**config.mk**
```make
export PLATFORM = sky130hd
export DESIGN_NAME = hazard_control_unit
export DESIGN_NICKNAME = d
export VERILOG_FILES = /design/src/rtl/hazard_control_unit.sv
export SDC_FILE = /design/constraint.sdc
export NUM_CORES = 1
export LEC_CHECK = 0
export BUFFER_PORTS_ARGS = -buffer_cell sky130_fd_sc_hd__buf_2
export CORE_MARGIN = 3
export CORE_UTILIZATION = 30
export CTS_BUF_LIST = sky130_fd_sc_hd__clkbuf_8
export CTS_CLUSTER_DIAMETER = 50
export CTS_CLUSTER_SIZE = 40
export DETAILED_ROUTE_END_ITERATION = 10
export PLACE_DENSITY = 0.62
export SETUP_SLACK_MARGIN = 0.05
export SLEW_MARGIN = 10
export SYNTH_ARGS = -nofsm -noshare
export SYNTH_HDL_FRONTEND = slang
export SYNTH_SLANG_ARGS = --single-unit
```
**constraint.sdc**
```tcl
create_clock -name clk -period 3.1 [get_ports clk]
set_clock_uncertainty 0.1 [all_clocks]
set_input_delay 0.62 -clock clk [delete_from_list [all_inputs] [get_ports clk]]
set_output_delay 0.62 -clock clk [all_outputs]
set_load 0.01 [all_outputs]
```
**src/rtl/hazard_control_unit.sv**
```systemverilog
// Pipeline hazard controller: load-use stall, taken-branch flush and multi-cycle
// mult/div freeze, plus a saturating counter of cycles with the PC held.
module hazard_control_unit #(
  parameter int MD_CYCLES = 4
) (
  input  logic        clk,
  input  logic        rst_n,
  input  logic [4:0]  id_rs,
  input  logic [4:0]  id_rt,
  input  logic        id_uses_rt,
  input  logic [4:0]  ex_rt,
  input  logic        ex_mem_read,
  input  logic        branch_taken,
  input  logic        muldiv_start,
  input  logic        perf_clr,
  output logic        pc_write,
  output logic        ifid_write,
  output logic        idex_write,
  output logic        ifid_flush,
  output logic        idex_bubble,
  output logic        muldiv_busy,
  output logic        muldiv_done,
  output logic [15:0] stall_cycles
);

  // state   | meaning
  // RUN     | normal issue; branch flush, mult/div entry and load-use stall decided here
  // MD_WAIT | remainder of a mult/div freeze; md_cnt counts down to the final cycle
  localparam logic ST_RUN     = 1'b0;
  localparam logic ST_MD_WAIT = 1'b1;

  localparam logic [3:0] MD_LOAD = 4'(MD_CYCLES - 2);

  logic        r_state;
  logic [3:0]  r_md_cnt;
  logic [15:0] r_stall_cycles;

  logic        w_state_nxt;
  logic [3:0]  w_md_cnt_nxt;
  logic        w_load_use;

  assign w_load_use = ex_mem_read && (ex_rt != 5'd0) &&
                      ((ex_rt == id_rs) || (id_uses_rt && (ex_rt == id_rt)));

  always_comb begin
    pc_write     = 1'b1;
    ifid_write   = 1'b1;
    idex_write   = 1'b1;
    ifid_flush   = 1'b0;
    idex_bubble  = 1'b0;
    muldiv_busy  = 1'b0;
    muldiv_done  = 1'b0;
    w_state_nxt  = r_state;
    w_md_cnt_nxt = r_md_cnt;

    if (r_state == ST_MD_WAIT) begin
      pc_write    = 1'b0;
      ifid_write  = 1'b0;
      idex_write  = 1'b0;
      muldiv_busy = 1'b1;
      if (r_md_cnt == 4'd0) begin
        muldiv_done = 1'b1;
        w_state_nxt = ST_RUN;
      end else begin
        w_md_cnt_nxt = r_md_cnt - 4'd1;
      end
    end else if (branch_taken) begin
      ifid_flush  = 1'b1;
      idex_bubble = 1'b1;
    end else if (muldiv_start) begin
      pc_write     = 1'b0;
      ifid_write   = 1'b0;
      idex_write   = 1'b0;
      muldiv_busy  = 1'b1;
      w_md_cnt_nxt = MD_LOAD;
      w_state_nxt  = ST_MD_WAIT;
    end else if (w_load_use) begin
      pc_write    = 1'b0;
      ifid_write  = 1'b0;
      idex_bubble = 1'b1;
    end

    // Outputs sit at their pass-through values for as long as reset is held.
    if (!rst_n) begin
      pc_write    = 1'b1;
      ifid_write  = 1'b1;
      idex_write  = 1'b1;
      ifid_flush  = 1'b0;
      idex_bubble = 1'b0;
      muldiv_busy = 1'b0;
      muldiv_done = 1'b0;
    end
  end

  always_ff @(posedge clk or negedge rst_n) begin
    if (!rst_n) begin
      r_state  <= ST_RUN;
      r_md_cnt <= 4'd0;
    end else begin
      r_state  <= w_state_nxt;
      r_md_cnt <= w_md_cnt_nxt;
    end
  end

  always_ff @(posedge clk or negedge rst_n) begin
    if (!rst_n) begin
      r_stall_cycles <= 16'd0;
    end else if (perf_clr) begin
      r_stall_cycles <= 16'd0;
    end else if (!pc_write && (r_stall_cycles != 16'hFFFF)) begin
      r_stall_cycles <= r_stall_cycles + 16'd1;
    end
  end

  assign stall_cycles = r_stall_cycles;

endmodule

```
Word level (Yosys, flattened, before mapping)
Index checks and enable logic that the tools add are counted.

Add/subtract/negate cells: 2. Equality and inequality tests: 5. Multiplexer cells: 32. Reductions and logical operators: 11.

Operators with widths (number): two-way mux 16 bit (2); two-way mux 1 bit (26); adder 16 x 1 -> 16 bit, second input constant (1); two-way mux 4 bit (4); != test 16 bit, second input constant (1); equality test 5 bit (2); nonzero test 5 bit (1); logical AND 1 bit (4); logical NOT 4 bit (1); nonzero test 2 bit (2); subtractor 4 x 1 -> 4 bit, second input constant (1); AND reduction 3 bit (1); != test 2 x 1 -> 1 bit, second input constant (1); != test 2 bit, second input constant (1); logical NOT 1 bit (1); logical OR 1 bit (1).

Register bits after elaboration: 21. Input bits: 22. Output and inout bits: 23. Word-level logic and storage cells: 53.

Logic depth before layout (Yosys ltp)
Depth after elaboration: 13. Mapped depth: 9. Gate-level depth less buffers: 8.

Worst setup path before layout
No wires, ideal clock.

Kind: input -> output. Start: input port ex_rt[4]. End: output port idex_bubble. Arrival: 1.713 ns. Required time: 2.380 ns. Slack: 0.667 ns. Cell stages on the path: 6. Buffers on the path: 0. Cells stage by stage: xor2_1 > nor4_2 > a32oi_1 > nor3_1 > nor2_1 > nor3b_1.

Cells in the longest elaborated chain, start to end: 9. Elaborated cells between the ends (all ways): 12. Classes of those cells: eq/ne: 2; mux: 5; reduce/logical: 5.

RTL lines: from (decl) (line 11) `input logic [4:0] ex_rt,`; equality test 5 bit (line 43) `((ex_rt == id_rs) || (id_uses_rt && (ex_rt == id_rt)));`; logical AND 1 bit (line 43); logical OR 1 bit (line 43); logical AND 1 bit (*) (line 42) `assign w_load_use = ex_mem_read && (ex_rt != 5'd0) &&`; two-way mux 1 bit (*) (line 77) `end else if (w_load_use) begin`; two-way mux 1 bit (*) (line 70) `end else if (muldiv_start) begin`; two-way mux 1 bit (*) (line 67) `end else if (branch_taken) begin`; two-way mux 1 bit (*) (line 56) `if (r_state == ST_MD_WAIT) begin`; two-way mux 1 bit (*) (line 84) `if (!rst_n) begin`; to (decl) (line 20) `output logic idex_bubble,`.

Every way passes the cells marked *; elsewhere a longest branch is shown, timed or not.

Worst setup path after layout
Same ends and word-level chain as after synthesis.

==> metrics.md <==
| Metric | Value |
|---|---|
| Via count | 1,256 |
| Sequential group share of total power | 0.464 |
| DP Area | 1595 um2 |
| GR Util met1 | 0.1707 |
| Area fraction in and, or, nand and nor cells after synthesis | 0.2628 |
| RePlAce Congestion | 0.8433 |
| Vias per cell | 5.212 |
| Period utilisation layout | 0.8517 |
| Reg2reg path depth | 7 |
| Switching portion of total power | 0.3468 |
| Average detailed-routed wire length per instance | 13.09 um |
| Data arrival at the endpoint of the critical path | 1.92 ns |
| Number of nets in the final layout | 216 |
| Via count of the first global-routing pass | 1,170 |
| Net count of the mapped netlist | 173 |
| TritonCTS Buffers | 3 |
| Clock transition time at the flip-flop clock pins of the worst setup and hold paths | 0.08 ns |
| Total of max-cap violations | 0 |
| Ranking of synthesized cells by area | sky130_fd_sc_hd__dfrtp_1 39%, sky130_fd_sc_hd__xor2_1 7.2%, sky130_fd_sc_hd__or4_1 6.2%, sky130_fd_sc_hd__o31ai_1 5.6%, sky130_fd_sc_hd__a21oi_1 4.5% |
| Worst Setup Start Kind | input pin |
| First-pass detailed-route iteration total | 4 |
| Path class of the lowest-slack min-delay path | input pin to asynchronous set/reset pin |
| Run status | finished clean |
| Clock sinks | 21 |
| Leakage component of the power | 0.7433 nW |
| Post-synth top cells | 21 x sky130_fd_sc_hd__dfrtp_1, 12 x sky130_fd_sc_hd__a21oi_1, 11 x sky130_fd_sc_hd__or4_1, 11 x sky130_fd_sc_hd__xor2_1 |
| Endpoint kind of the worst setup timing path | output port |
| IO Port Bufs | 44 |
| Total die area | 5314 um2 |
| Distinct cell type count after synthesis | 38 |
| Dominant cell by count in the synthesized netlist | sky130_fd_sc_hd__dfrtp_1 |
| Setup repair after global routing missed its margin | false |
| Number of cells produced by synthesis | 149 |
| Overall overflow remaining after global route | 0 |
| First-pass GRT wire length | 5299 um |
| Top_reg_cell synth | sky130_fd_sc_hd__dfrtp_1 |
| Root cell of the clock tree | sky130_fd_sc_hd__clkbuf_8 |
| Remaining design rule violation count | 0 |
| Busiest layer in global routing | met2 |
| Flip-flop and latch count after synthesis | 21 |
| Pin count of the biggest net entering global routing | 28 |
| I/O pin count | 45 |
| Time the worst path needs with I/O delays and setup | 2.640 ns |
| Clk_lat worst skew | 0.25 ns |
| Logic pwr share | 0.307 |
| Die height | 72.90 um |
| Core Region | 4144 um2 |
| XOR/XNOR Fraction of Synth Area | 0.07829 |
| Max FO, Critical Path | 3 |
| Final core utilization | 0.3958 |
| Hpwl dp | 2418 um |
| Switching power total | 0.2666 mW |
| Average cell area after synthesis | 9.010 um2 |
| Slew @ Worst Pin | 0.4401 ns |
| Setup TNS | 0 ns |
| Post-CTS setup-driven buffer insertion count | 0 |
| Bufs on Longest Clock Path | 2 |
| Post-synth design cell area | 1343 um2 |
| Row Count | 23 |
| Number of cells upsized or downsized after cts | 0 |
| Number of slew-limit violations in the final report | 0 |
| Adder and majority cell fraction of the synthesized area | 0.01864 |
| Antenna-violating nets left | 0 |
| Maximum vdd drop | 0.1502 mV |
| Post-synthesis sequential area ratio | 0.3914 |
| Endpoint required time on the critical path | 2.38 ns |
| Cell type with the highest aggregate area in the netlist | sky130_fd_sc_hd__dfrtp_1 |
| Effective utilization at floorplan | 0.3240 |
| Max Fclk | 378.8 MHz |
| Tot GR Track Use | 0.1231 |
| Number of enable flip-flop cells after synthesis | 0 |
| Layout area overhead | 22.18% |
| Final setup vio count | 0 |
| Pint | 0.5020 mW |
| Number of buffers added to fix hold violations after cts | 0 |
| Ratio of cells with drive above 1 in the final layout | 0.2723 |
| GR Layer Usage met2 | 0.2044 |
| Width of the chip | 72.90 um |
| TritonCTS clock tree | yes |
| Mux cell area share after synthesis | 0.03169 |
| Number of diodes added for antenna fixing | 0 |
| Clock H-tree levels | 1 |
| Synth warn | 0 |
| Number of DRC violations after detailed-routing iteration 0 | 49 |
| Top-area cell type share of the netlist area | 0.3914 |
| Synthesized-area fraction occupied by ao, oa, aoi and oai cells | 0.1612 |
| Ratio of total power to cell area | 468.6 nW/um2 |
| Headroom to the max-slew limit | 0.7066 |
| Initial antenna violation count | 0 |
| Dominant combinational cell family by area after synthesis | simple AND/OR/NAND/NOR gates |
| Final Hold Violating Endpoints | 0 |
| Post-layout instance area | 1640 um2 |
| Critical path start-end classification | input pin to output port |
| Proportion of power drawn by the clock network | 0.229 |
| Tightest hold margin | 0.2210 ns |
| GRT met3 Usage | 0.009642 |
| Drt total wl | 3154 um |
| Fraction of registers with async set or reset after synthesis | 1.000 |
[flip-flops by register name (all words and copies together), names as in the netlist]
signal,cells
r_md_cnt,4
r_state,1
stall_cycles,16
[final timing paths]
kind	start	end	slack (ns)
setup / recovery	ex_rt[4]	idex_bubble	0.46
hold / removal	rst_n	r_md_cnt[0]	0.22
setup reg to reg	stall_cycles[0]	stall_cycles[13]	0.69
hold reg to reg	r_md_cnt[0]	r_md_cnt[0]	0.41
max in group asynchronous	rst_n	stall_cycles[14]	2.52
min in group clk	r_md_cnt[0]	r_md_cnt[0]	0.41
[stage by stage]
step | std cells | setup WS [ns] | total power, mW
after floorplan | 149 | 0.6670 | 0.5324
after global placement | 237 | 0.4278 | 0.5958
after detailed placement | 237 | 0.3872 | 0.6011
after CTS | 241 | 0.4441 | 0.7788
after global routing | 241 | 0.2700 | 0.8301
final | 241 | 0.4599 | 0.7686
[layout by cell type, fill, tap and decap left out, drive strengths merged, types with 2 or more instances in the layout]
cell	count
o21ai	6
nand2b	2
nand4	4
nor2b	3
a21oi	12
mux2i	2
nor2	10
clkbuf	3
o31ai	10
mux2	2
nor4	6
nand3	3
or3	4
dfrtp	21
nand2	8
xor2	11
inv	9
buf	46
nor3	3
ha	2
or4	11
[power by group through the flow]
stage / Combinational (mW) / Sequential (mW) / Clock, mW
final: 0.236 / 0.357 / 0.176
after global routing: 0.272 / 0.365 / 0.193
after CTS: 0.239 / 0.357 / 0.183
after detailed placement: 0.238 / 0.363 / 0
after global placement: 0.234 / 0.362 / 0
after floorplan: 0.189 / 0.344 / 0
[worst max-delay path: stages]
cell and delay, ns:
sky130_fd_sc_hd__buf_2 0.12, sky130_fd_sc_hd__xor2_1 0.16, sky130_fd_sc_hd__nor4_2 0.27, sky130_fd_sc_hd__a32oi_1 0.17, sky130_fd_sc_hd__nor3_1 0.19, sky130_fd_sc_hd__nor2_1 0.06, sky130_fd_sc_hd__nor3b_1 0.16, sky130_fd_sc_hd__buf_2 0.16
[routing by layer]
| metal | up-vias | share of wire |
|---|---|---|
| li1 | 638 | - |
| met1 | 591 | 0.49 |
| met2 | 23 | 0.47 |
| met3 | 4 | 0.030 |
| met4 | 0 | 0.012 |
| met5 | - | 0 |
[cell families after synthesis]
kind of cell | count (synthesis)
adders and majority gates | 2
buffers and inverters | 16
and+or+nand+nor | 60
DFF | 21
AOI/OAI and AO/OA | 34
muxes | 4
xor gates and xnor gates | 12
[final cells by class]
cell class	count	area, um2
clock inverters	1	3.754
clock buffers	3	41.29
well taps	50	62.56
multi-input cells	112	742.0
flip-flops and latches	21	525.5
inverters	8	30.03
repair buffers	46	235.2
fillers	456	2504
Note: power is estimated with default switching activity, not from simulation.
